## config.mk

```make
export PLATFORM = sky130hd
export DESIGN_NAME = sfr_access_arbiter_flat
export DESIGN_NICKNAME = d
export VERILOG_FILES = /design/src/rtl/sfr_access_arbiter_pkg.sv /design/src/rtl/sfr_access_arbiter_if.sv /design/src/rtl/sfr_access_arbiter_rr_arb2.sv /design/src/rtl/sfr_access_arbiter.sv /design/src/flat_wrapper.sv
export SDC_FILE = /design/constraint.sdc
export NUM_CORES = 1
export LEC_CHECK = 0
export ABC_CLOCK_PERIOD_IN_PS = 4000
export CORE_MARGIN = 2
export CORE_UTILIZATION = 48
export CTS_BUF_LIST = sky130_fd_sc_hd__clkbuf_4 sky130_fd_sc_hd__clkbuf_8 sky130_fd_sc_hd__clkbuf_16
export CTS_CLUSTER_DIAMETER = 40
export DETAILED_ROUTE_END_ITERATION = 7
export PLACE_DENSITY = 0.92
export SLEW_MARGIN = 10
export SYNTH_ARGS = -nofsm -noshare
export SYNTH_HDL_FRONTEND = slang
export SYNTH_SLANG_ARGS = --single-unit
```

## constraint.sdc

```tcl
create_clock -name sys_clk -period 4 [get_ports sys_clk]
set_input_delay 0.8 -clock sys_clk [delete_from_list [all_inputs] [get_ports sys_clk]]
set_output_delay 0.8 -clock sys_clk [all_outputs]
set_load 0.01 [all_outputs]
```

## src/rtl/sfr_access_arbiter_pkg.sv

```systemverilog
// Shared types for the SFR access arbiter: operation codes, FSM states, port count.
package sfr_arb_pkg;

    localparam int NUM_PORTS = 2;

    typedef enum logic [1:0] {
        SFR_READ  = 2'b00,
        SFR_WRITE = 2'b01,
        SFR_SET   = 2'b10,
        SFR_CLEAR = 2'b11
    } sfr_op_e;

    typedef enum logic [2:0] {
        IDLE   = 3'd0,
        ACCESS = 3'd1,
        RMW_RD = 3'd2,
        RMW_WR = 3'd3,
        DONE   = 3'd4
    } arb_state_e;

endpackage

```

## src/rtl/sfr_access_arbiter_if.sv

```systemverilog
// Requester handshakes plus the shared SFR bank lines.
interface sfr_access_arbiter_if #(
    parameter int ADDR_WIDTH = 32,
    parameter int DATA_WIDTH = 32
);
    logic                  m0_req;
    logic [1:0]            m0_op;
    logic [ADDR_WIDTH-1:0] m0_addr;
    logic [DATA_WIDTH-1:0] m0_wdata;
    logic                  m0_ready;
    logic [DATA_WIDTH-1:0] m0_rdata;
    logic                  m1_req;
    logic [1:0]            m1_op;
    logic [ADDR_WIDTH-1:0] m1_addr;
    logic [DATA_WIDTH-1:0] m1_wdata;
    logic                  m1_ready;
    logic [DATA_WIDTH-1:0] m1_rdata;
    logic [ADDR_WIDTH-1:0] sfr_addr;
    logic                  sfr_wr_en;
    logic [DATA_WIDTH-1:0] sfr_wdata;
    logic [DATA_WIDTH-1:0] sfr_rdata;

    modport slave (
        input  m0_req, m0_op, m0_addr, m0_wdata,
        output m0_ready, m0_rdata,
        input  m1_req, m1_op, m1_addr, m1_wdata,
        output m1_ready, m1_rdata,
        output sfr_addr, sfr_wr_en, sfr_wdata,
        input  sfr_rdata
    );

    modport master (
        output m0_req, m0_op, m0_addr, m0_wdata,
        input  m0_ready, m0_rdata,
        output m1_req, m1_op, m1_addr, m1_wdata,
        input  m1_ready, m1_rdata,
        input  sfr_addr, sfr_wr_en, sfr_wdata,
        output sfr_rdata
    );
endinterface

```

## src/rtl/sfr_access_arbiter_rr_arb2.sv

```systemverilog
// Two-way round-robin grant. The pointer names the port that wins a tie.
module sfr_rr_arb2 (
    input  logic       sys_clk,
    input  logic       sys_rst,
    input  logic [1:0] req,
    input  logic       advance,
    output logic [1:0] gnt,
    output logic       gnt_idx
);
    logic ptr_q, ptr_d;

    always_comb begin
        gnt_idx = ptr_q;
        if (!req[ptr_q]) gnt_idx = ~ptr_q;
        gnt     = (req == 2'b00) ? 2'b00 : (2'b01 << gnt_idx);
        ptr_d   = advance ? ~gnt_idx : ptr_q;
    end

    always_ff @(posedge sys_clk) begin
        if (sys_rst) ptr_q <= 1'b0;
        else         ptr_q <= ptr_d;
    end
endmodule

```

## src/rtl/sfr_access_arbiter.sv

```systemverilog
// Serialises two requesters onto the SFR bank; SET/CLEAR run as read-modify-write.
module sfr_access_arbiter
    import sfr_arb_pkg::*;
#(
    parameter int                    ADDR_WIDTH = 32,
    parameter int                    DATA_WIDTH = 32,
    parameter logic [ADDR_WIDTH-1:0] IDLE_ADDR  = {ADDR_WIDTH{1'b1}}
) (
    input  logic                 sys_clk,
    input  logic                 sys_rst,
    sfr_access_arbiter_if.slave  bus,
    output logic                 busy,
    output logic                 owner
);
    arb_state_e                  state_q, state_d;
    sfr_op_e                     op_q;
    logic [ADDR_WIDTH-1:0]       addr_q;
    logic [DATA_WIDTH-1:0]       wdata_q, rdata_q;
    logic                        owner_q;
    logic [NUM_PORTS-1:0][DATA_WIDTH-1:0] mrdata_q;

    logic [1:0] req_vec, gnt;
    logic       gnt_idx, grant, done;
    sfr_op_e    win_op;

    assign req_vec = {bus.m1_req, bus.m0_req};
    assign grant   = (state_q == IDLE) && (|req_vec);
    assign win_op  = sfr_op_e'(gnt_idx ? bus.m1_op : bus.m0_op);

    // Pointer moves at grant time; it is only consulted in IDLE, so this
    // is indistinguishable from moving it at completion.
    sfr_rr_arb2 u_arb (
        .sys_clk (sys_clk),
        .sys_rst (sys_rst),
        .req     (req_vec),
        .advance (grant),
        .gnt     (gnt),
        .gnt_idx (gnt_idx)
    );

    always_comb begin
        state_d = state_q;
        case (state_q)
            IDLE:    if (grant) state_d = (win_op inside {SFR_SET, SFR_CLEAR}) ? RMW_RD : ACCESS;
            ACCESS:  state_d = DONE;
            RMW_RD:  state_d = RMW_WR;
            RMW_WR:  state_d = DONE;
            DONE:    state_d = IDLE;
            default: state_d = IDLE;
        endcase
    end

    always_ff @(posedge sys_clk) begin
        if (sys_rst) begin
            state_q  <= IDLE;
            op_q     <= SFR_READ;
            addr_q   <= '0;
            wdata_q  <= '0;
            rdata_q  <= '0;
            owner_q  <= 1'b0;
            mrdata_q <= '0;
        end else begin
            state_q <= state_d;
            if (grant) begin
                op_q    <= win_op;
                addr_q  <= gnt_idx ? bus.m1_addr  : bus.m0_addr;
                wdata_q <= gnt_idx ? bus.m1_wdata : bus.m0_wdata;
                owner_q <= gnt[1];
            end
            if (state_q == ACCESS || state_q == RMW_RD) rdata_q <= bus.sfr_rdata;
            if (state_q == DONE) mrdata_q[owner_q] <= rdata_q;
        end
    end

    // Bus lines derive only from state and latched fields; reset masks any write that cycle.
    always_comb begin
        bus.sfr_addr  = IDLE_ADDR;
        bus.sfr_wr_en = 1'b0;
        bus.sfr_wdata = '0;
        if (!sys_rst) begin
            case (state_q)
                ACCESS: begin
                    bus.sfr_addr  = addr_q;
                    bus.sfr_wr_en = (op_q == SFR_WRITE);
                    bus.sfr_wdata = wdata_q;
                end
                RMW_RD: bus.sfr_addr = addr_q;
                RMW_WR: begin
                    bus.sfr_addr  = addr_q;
                    bus.sfr_wr_en = 1'b1;
                    bus.sfr_wdata = (op_q == SFR_SET) ? (rdata_q | wdata_q) : (rdata_q & ~wdata_q);
                end
                default: ;
            endcase
        end
    end

    assign done         = (state_q == DONE) && !sys_rst;
    assign bus.m0_ready = done && !owner_q;
    assign bus.m1_ready = done &&  owner_q;
    assign bus.m0_rdata = bus.m0_ready ? rdata_q : mrdata_q[0];
    assign bus.m1_rdata = bus.m1_ready ? rdata_q : mrdata_q[1];
    assign busy         = (state_q != IDLE);
    assign owner        = owner_q;
endmodule

```

## src/flat_wrapper.sv

```systemverilog
// flat-port wrapper written by rule: the top's interface ports become plain ports
module sfr_access_arbiter_flat import sfr_arb_pkg::*;
#(
    parameter int                    ADDR_WIDTH = 32,
    parameter int                    DATA_WIDTH = 32,
    parameter logic [ADDR_WIDTH-1:0] IDLE_ADDR  = {ADDR_WIDTH{1'b1}}
)
  (sys_clk, sys_rst, busy, owner, bus_m0_req, bus_m0_op, bus_m0_addr, bus_m0_wdata, bus_m0_ready, bus_m0_rdata, bus_m1_req, bus_m1_op, bus_m1_addr, bus_m1_wdata, bus_m1_ready, bus_m1_rdata, bus_sfr_addr, bus_sfr_wr_en, bus_sfr_wdata, bus_sfr_rdata);
  sfr_access_arbiter_if #(.ADDR_WIDTH(ADDR_WIDTH), .DATA_WIDTH(DATA_WIDTH)) bus_i ();
  input  logic sys_clk;
  input  logic sys_rst;
  output logic busy;
  output logic owner;
  input wire logic [$bits(bus_i.m0_req)-1:0] bus_m0_req;
  input wire logic [$bits(bus_i.m0_op)-1:0] bus_m0_op;
  input wire logic [$bits(bus_i.m0_addr)-1:0] bus_m0_addr;
  input wire logic [$bits(bus_i.m0_wdata)-1:0] bus_m0_wdata;
  output wire logic [$bits(bus_i.m0_ready)-1:0] bus_m0_ready;
  output wire logic [$bits(bus_i.m0_rdata)-1:0] bus_m0_rdata;
  input wire logic [$bits(bus_i.m1_req)-1:0] bus_m1_req;
  input wire logic [$bits(bus_i.m1_op)-1:0] bus_m1_op;
  input wire logic [$bits(bus_i.m1_addr)-1:0] bus_m1_addr;
  input wire logic [$bits(bus_i.m1_wdata)-1:0] bus_m1_wdata;
  output wire logic [$bits(bus_i.m1_ready)-1:0] bus_m1_ready;
  output wire logic [$bits(bus_i.m1_rdata)-1:0] bus_m1_rdata;
  output wire logic [$bits(bus_i.sfr_addr)-1:0] bus_sfr_addr;
  output wire logic [$bits(bus_i.sfr_wr_en)-1:0] bus_sfr_wr_en;
  output wire logic [$bits(bus_i.sfr_wdata)-1:0] bus_sfr_wdata;
  input wire logic [$bits(bus_i.sfr_rdata)-1:0] bus_sfr_rdata;
  assign bus_i.m0_req = bus_m0_req;
  assign bus_i.m0_op = bus_m0_op;
  assign bus_i.m0_addr = bus_m0_addr;
  assign bus_i.m0_wdata = bus_m0_wdata;
  assign bus_m0_ready = bus_i.m0_ready;
  assign bus_m0_rdata = bus_i.m0_rdata;
  assign bus_i.m1_req = bus_m1_req;
  assign bus_i.m1_op = bus_m1_op;
  assign bus_i.m1_addr = bus_m1_addr;
  assign bus_i.m1_wdata = bus_m1_wdata;
  assign bus_m1_ready = bus_i.m1_ready;
  assign bus_m1_rdata = bus_i.m1_rdata;
  assign bus_sfr_addr = bus_i.sfr_addr;
  assign bus_sfr_wr_en = bus_i.sfr_wr_en;
  assign bus_sfr_wdata = bus_i.sfr_wdata;
  assign bus_i.sfr_rdata = bus_sfr_rdata;
  sfr_access_arbiter #(.ADDR_WIDTH(ADDR_WIDTH), .DATA_WIDTH(DATA_WIDTH), .IDLE_ADDR(IDLE_ADDR)) u_core (.sys_clk(sys_clk), .sys_rst(sys_rst), .bus(bus_i), .busy(busy), .owner(owner));
endmodule
```

==> results of run 1 <==
==> area by class of cell <==
| type | count | area share |
|---|---|---|
| clock inverters | 13 | 0.01264 |
| clock buffers | 19 | 0.03923 |
| multi-input cells | 645 | 0.3509 |
| well taps | 216 | 0.02374 |
| inverters | 4 | 0.001319 |
| flip-flops and latches | 167 | 0.2937 |
| repair buffers | 316 | 0.2785 |
==> logic make-up (layout without fill, tap and decap cells) <==
| group | Yosys count | in the layout |
|---|---|---|
| AND/OR/NAND/NOR | 375 | 375 |
| AO/OA/AOI/OAI | 201 | 201 |
| flip-flops | 167 | 167 |
| buffers and inverters | 86 | 352 |
| multiplexers | 68 | 68 |
| XOR/XNOR | 1 | 1 |
==> report_power, final <==
| group | total, mW | switching [mW] | leakage (nW) | internal [mW] |
|---|---|---|---|---|
| Combinational | 1.01 | 0.517 | 2.64 | 0.495 |
| Clock | 1.65 | 0.695 | 0.292 | 0.950 |
| Sequential | 2.00 | 0.173 | 1.37 | 1.83 |
==> layout by cell type (no fill, tap or decap) <==
cell type / synthesis / layout
inv_6: 0 / 4
o21ai_2: 0 / 1
clkdlybuf4s50_1: 0 / 299
clkbuf_8: 0 / 1
nor2_2: 0 / 2
bufinv_16: 0 / 2
a2111o_1: 1 / 1
clkbuf_4: 0 / 1
a21oi_1: 66 / 66
mux2_2: 48 / 48
clkbuf_16: 0 / 17
o21ba_2: 1 / 1
buf_12: 0 / 4
a211oi_1: 2 / 2
mux2_1: 17 / 17
mux2i_4: 0 / 1
a22o_1: 64 / 64
clkinv_4: 0 / 3
mux2i_1: 3 / 2
or3_4: 1 / 1
nor3_2: 1 / 1
inv_1: 4 / 4
nor3b_4: 0 / 1
a31oi_4: 0 / 1
clkinvlp_4: 0 / 1
a311oi_1: 65 / 65
nand2_1: 228 / 228
nand2b_1: 33 / 33
nor2_8: 1 / 1
dfxtp_1: 167 / 167
nor3_4: 0 / 1
clkinv_2: 0 / 3
nand3b_1: 32 / 32
buf_4: 6 / 13
xor2_1: 1 / 1
nor2b_2: 0 / 1
or3b_4: 1 / 1
nor2_1: 75 / 73
==> layer usage <==
layer,share of wire,vias up,GRT usage
li1,-,3668,-
met1,0.40,3586,0.3481
met2,0.48,307,0.4700
met3,0.073,79,0.07777
met4,0.046,0,0.1433
met5,0,-,0
==> how the worst max path moves through the flow <==
stage | from | to | slack, ps | cells past startpoint
3_3_place_gp | sys_rst | bus_m1_rdata[3] | 670 | 5
5_1_grt | u_core.state_q[2]$_SDFFE_PP0P_ | bus_m1_rdata[20] | 170 | 5
2_1_floorplan | sys_rst | bus_m1_rdata[24] | 1340 | 5
3_5_place_dp | sys_rst | bus_m1_rdata[13] | 620 | 5
4_1_cts | u_core.state_q[2]$_SDFFE_PP0P_ | bus_m1_rdata[13] | 280 | 5
6_report | u_core.state_q[2]$_SDFFE_PP0P_ | bus_m1_rdata[11] | 260 | 5
==> registers in the layout (all words and copies together) (netlist names) <==
| name | flops |
|---|---|
| u_core.addr_q | 32 |
| u_core.wdata_q | 32 |
| u_core.state_q | 3 |
| u_core.op_q | 2 |
| u_core.u_arb.ptr_q | 1 |
| u_core.mrdata_q | 64 |
| u_core.owner | 1 |
| u_core.rdata_q | 32 |
==> per-stage QoR <==
stage	std cells	total power [mW]	hold slack (ps)	utilization	setup slack, ps
2_1_floorplan	898	2.564	435.1	-	1336
3_3_place_gp	1348	3.006	449.0	0.6845	674.2
3_5_place_dp	1348	3.043	452.4	0.6845	624.2
4_1_cts	1380	4.673	471.7	0.7219	279.3
5_1_grt	1380	4.869	484.5	0.7219	173.3
6_report	1380	4.659	468.7	0.7219	259.8
==> impl_metrics.toml, run 1 <==
[synthesis]
syn-cell-area_um2 = 7692
ys.flop_type = "dfxtp_1"
yosysMostFrequentCell = "nand2_1"
synth_edf_count = 0
synthXorXnorAreaFrac = 0.001139
synth-seq-area-share = 0.4346
synth-seq-cells = 167
synth_mux_area_frac = 0.09906
synth_compound_area_frac = 0.1960
synthArstFlopShare = 0
synth_area_leader_cell = "dfxtp_1"
synthTopCellsByArea = "dfxtp_1 43%, nand2_1 11%, a311oi_1 7.4%"
synth_fp_nets = 1066
netlist_top_cells_count = "228 x nand2_1, 167 x dfxtp_1, 75 x nor2_1"
ys_types = 31
netlist_instances = 898
synth_top_family_by_area = "simple AND/OR/NAND/NOR gates"
avgSynthCellArea_um2 = 8.566
yosysWarnings = 0
synth_top_area_frac = 0.4346
synth_fa_ha_area_frac = 0
synth-simple-area-share = 0.2158

[power_and_ir_drop]
leakage_nw = 4.303
powerDensity_nw_per_um2 = 409.3
worst_ir_drop_vdd_mv = 0.3112

[worst_hold_path]
min_from = "u_core.mrdata_q[53]$_SDFFE_PP0P_"
whs_path_depth = 1
hold_class = "flip-flop to flip-flop"
whs_endpoint = "u_core.mrdata_q[53]$_SDFFE_PP0P_"

[cts]
cts_tree = "built"
cts_resized = 0
cts-root-buf = "clkbuf_16"
cts_buffers = 17
cts.sinks = 167
cts_setup_buffers = 0
postCtsHoldBufs = 0
clkLatencyLatePin_ps = 430
clk_pin_slew_ps = 60
htreeDepth = 4
cts_buffer_depth = 2

[layout]
antenna_cells = 0
drive_above_1_share = 0.09450
multi_input_area_um2 = 3995
area_growth_pct = 48.00
nets = 1319
nFillCells = 1165
register_area_um2 = 3343
fin_area_um2 = 11380

[placement]
io_buffers = 300
hpwl_mm = 17.64
place.gp.congestion = 0.9072
place_area_um2 = 10790

[floorplanning]
io_pins = 301
dieHeight_um = 130.6
core_area_um2 = 15770
die_area_um2 = 17050
num_rows = 46
start_util = 0.4878
die-width_um = 130.6

[worst_setup_path]
reg2reg_setup_slack_ps = 1790
worst-path-max-fanout = 65
end_kind = "output pin"
arrival_ps = 2940
critPathLaunchType = "flip-flop"
slowest_stage = "dfxtp_1"
crit_buf_inv = 2
worst-endpoint-required_ps = 3200
r2r_cells = 5
cp_top_family = "buffers and inverters"
cpPeakStageDelay_ps = 560
worstSetupPathType = "flip-flop to output pin"
timing.rr.start = "u_core.state_q[2]$_SDFFE_PP0P_"
timing.rr.end = "u_core.addr_q[23]$_SDFFE_PP0P_"
path_cells = "or3b_4 > nor3b_4 > buf_12 > mux2_2 > clkdlybuf4s50_1"

[drt]
dr_total_vias = 7640
drt-pass1-iter-count = 5
drc = 0
viasPerCell = 5.536
routed_wl_mm = 24.74
ant_nets = 0
drtIter0Drc = 510
wl_per_cell_um = 17.93

[sta]
setup_viol = 0
hold_viol = 0
skew_ps = 9.209
rsz0062_at_grt = "no"
slew_headroom = 0.2441
max_freq_mhz = 267.4
worstMarginPinSlew_ps = 1134
slew_viol_final = 0
period_needed_ps = 3740
final.period_utilization = 0.9350
setup_tns_ps = 0

[flow_run]
cap_violations = 0

[global_route]
grt_max_degree = 66
grtUsageTotal = 0.2866
grt_overflow = 0
antenna_found_initial = 0
grt_pass1_wl_mm = 37.90
grt_pass1_vias = 7300

[run_status]
outcome = "finished, final reports clean"
Power figures use the tool's default switching activity.
==> run 2: changes to the inputs <==
--- a/config.mk
+++ b/config.mk
@@ -9,7 +9,6 @@
 export CORE_MARGIN = 2
 export CORE_UTILIZATION = 48
 export CTS_BUF_LIST = sky130_fd_sc_hd__clkbuf_4 sky130_fd_sc_hd__clkbuf_8 sky130_fd_sc_hd__clkbuf_16
-export CTS_CLUSTER_DIAMETER = 40
 export DETAILED_ROUTE_END_ITERATION = 7
 export PLACE_DENSITY = 0.92
 export SLEW_MARGIN = 10
==> results of run 2 <==
The final DEF is identical to that of run 1; final timing and power are the same.
==> run 3: changes to the inputs <==
--- a/config.mk
+++ b/config.mk
@@ -6,7 +6,7 @@
 export NUM_CORES = 1
 export LEC_CHECK = 0
 export ABC_CLOCK_PERIOD_IN_PS = 4000
-export CORE_MARGIN = 2
+export CORE_MARGIN = 10
 export CORE_UTILIZATION = 48
 export CTS_BUF_LIST = sky130_fd_sc_hd__clkbuf_4 sky130_fd_sc_hd__clkbuf_8 sky130_fd_sc_hd__clkbuf_16
 export DETAILED_ROUTE_END_ITERATION = 7
==> run 3 against run 2 <==
Compared with the run above: worst setup slack better by 55 ps; sequential power hardly changed; worst hold slack worse by 0.79 ps; via count up 0.80%; clock power about the same; final area shrank 0.17%; highest routed layer unchanged.
==> impl_metrics.toml, run 3 (synthesis gave the netlist of run 1 again) <==
[worst_setup_path]
critPathLaunchType = "flip-flop"
arrival_ps = 2890
worstSetupPathType = "flip-flop to output pin"
worst-path-max-fanout = 65
timing.rr.start = "u_core.state_q[1]$_SDFFE_PP0P_"
worst-endpoint-required_ps = 3200
startpoint = "u_core.state_q[2]$_SDFFE_PP0P_"
end_kind = "output pin"

[cts]
cts_tree = "built"
cts_setup_buffers = 0
htreeDepth = 4
cts-root-buf = "clkbuf_16"
cts_resized = 0
clkLatencyLatePin_ps = 420
clk_pin_slew_ps = 60
cts_buffer_depth = 2
postCtsHoldBufs = 0
cts.sinks = 167
cts_buffers = 17

[power_and_ir_drop]
worst_ir_drop_vdd_mv = 0.2900
powerDensity_nw_per_um2 = 408.3
leakage_nw = 4.286

[layout]
fin_area_um2 = 11370
drive_above_1_share = 0.09372
largest_register_ffs = 64
nFillCells = 1180
layout_commonest_cell = "clkdlybuf4s50_1"
nets = 1318
largest-register = "u_core.mrdata_q"
layout_common_cells = "299 x clkdlybuf4s50_1, 228 x nand2_1, 167 x dfxtp_1, 73 x nor2_1, 66 x a21oi_1"
area_growth_pct = 47.76

[placement]
place_area_um2 = 10790
place.gp.congestion = 0.9112
io_buffers = 300
hpwl_mm = 19.96

[drt]
dr_total_vias = 7701
drt-pass1-iter-count = 6
routed_wl_mm = 27.29
viasPerCell = 5.580
wl_per_cell_um = 19.78
drtIter0Drc = 534
ant_nets = 0
drc = 0

[worst_hold_path]
min_from = "u_core.mrdata_q[56]$_SDFFE_PP0P_"
hold_class = "flip-flop to flip-flop"

[sta]
slew_headroom = 0.2740
setup_tns_ps = 0
slew_viol_final = 0
worstMarginPinSlew_ps = 1084
hold_viol = 0
period_needed_ps = 3685
rsz0062_at_grt = "no"
setup_viol = 0
final.period_utilization = 0.9213
max_freq_mhz = 271.4
skew_ps = 10.39

[floorplanning]
core_area_um2 = 15770
num_rows = 46
die-width_um = 146.6
io_pins = 301
dieHeight_um = 146.6
start_util = 0.4878
die_area_um2 = 21490

[global_route]
antenna_found_initial = 1
grt_overflow = 0
grtUsageTotal = 0.2436
grt_max_degree = 96
grt_pass1_wl_mm = 42.17
grt_pass1_vias = 7627

[flow_run]
cap_violations = 0

[run_status]
outcome = "finished, final reports clean"
run 3: cell count changes in the layout (fill, tap and decap cells not counted), sizes merged:
| cell | change |
|---|---|
| inv | +1 |
| clkinvlp | +2 |
| diode | +1 |
| clkbuf | -2 |
| buf | -1 |
| clkinv | -1 |
run 3: final timing paths:
check | slack, ps | endpoint | depth (start not counted)
min | 470 | u_core.mrdata_q[56]$_SDFFE_PP0P_ | 1
max reg2reg | 1750 | u_core.rdata_q[4]$_SDFFE_PP0P_ | 5
min reg2reg | 470 | u_core.mrdata_q[56]$_SDFFE_PP0P_ | 1
max | 310 | bus_m1_rdata[9] | 5
run 3: where the power goes:
group,switching (mW),internal [mW]
Combinational,0.529,0.494
Clock,0.694,0.924
Sequential,0.170,1.83
Total,1.39,3.25
run 3: critical path, stage by stage, from the launching register on:
cell             delay, ps
dfxtp_1                550
or3b_4                 470
nor3b_4                220
buf_12                 310
mux2_2                 380
clkdlybuf4s50_1        500
run 3: area by class of cell:
| class | instances | area (um^2) | area share |
|---|---|---|---|
| antenna | 1 | 2.502 | 0.0002202 |
| sequential | 167 | 3343 | 0.2941 |
| tap | 216 | 270.3 | 0.02378 |
| inverter | 4 | 15.01 | 0.001321 |
| timing repair buffer | 315 | 3163 | 0.2783 |
| clock inverter | 15 | 151.4 | 0.01332 |
| multi-input combinational | 645 | 3995 | 0.3515 |
| clock buffer | 17 | 425.4 | 0.03743 |
run 3: stage by stage:
step / utilization / power [mW] / hold slack, ps / setup WS, ps / std cells
2_1_floorplan: - / 2.564 / 435.1 / 1336 / 898
3_3_place_gp: 0.6840 / 3.017 / 449.4 / 790.9 / 1347
3_5_place_dp: 0.6840 / 3.053 / 451.0 / 747.5 / 1347
4_1_cts: 0.7206 / 4.655 / 469.0 / 277.7 / 1379
5_1_grt: 0.7207 / 4.853 / 483.9 / 199.0 / 1380
6_report: 0.7207 / 4.641 / 467.9 / 314.8 / 1380
run 3: layer usage:
layer | track usage | vias up | wire length (um)
met5 | 0 | - | 0
met4 | 0.1176 | 0 | 1051
met3 | 0.07787 | 65 | 2149
met2 | 0.4024 | 317 | 13160
met1 | 0.2788 | 3657 | 10930
li1 | - | 3662 | -
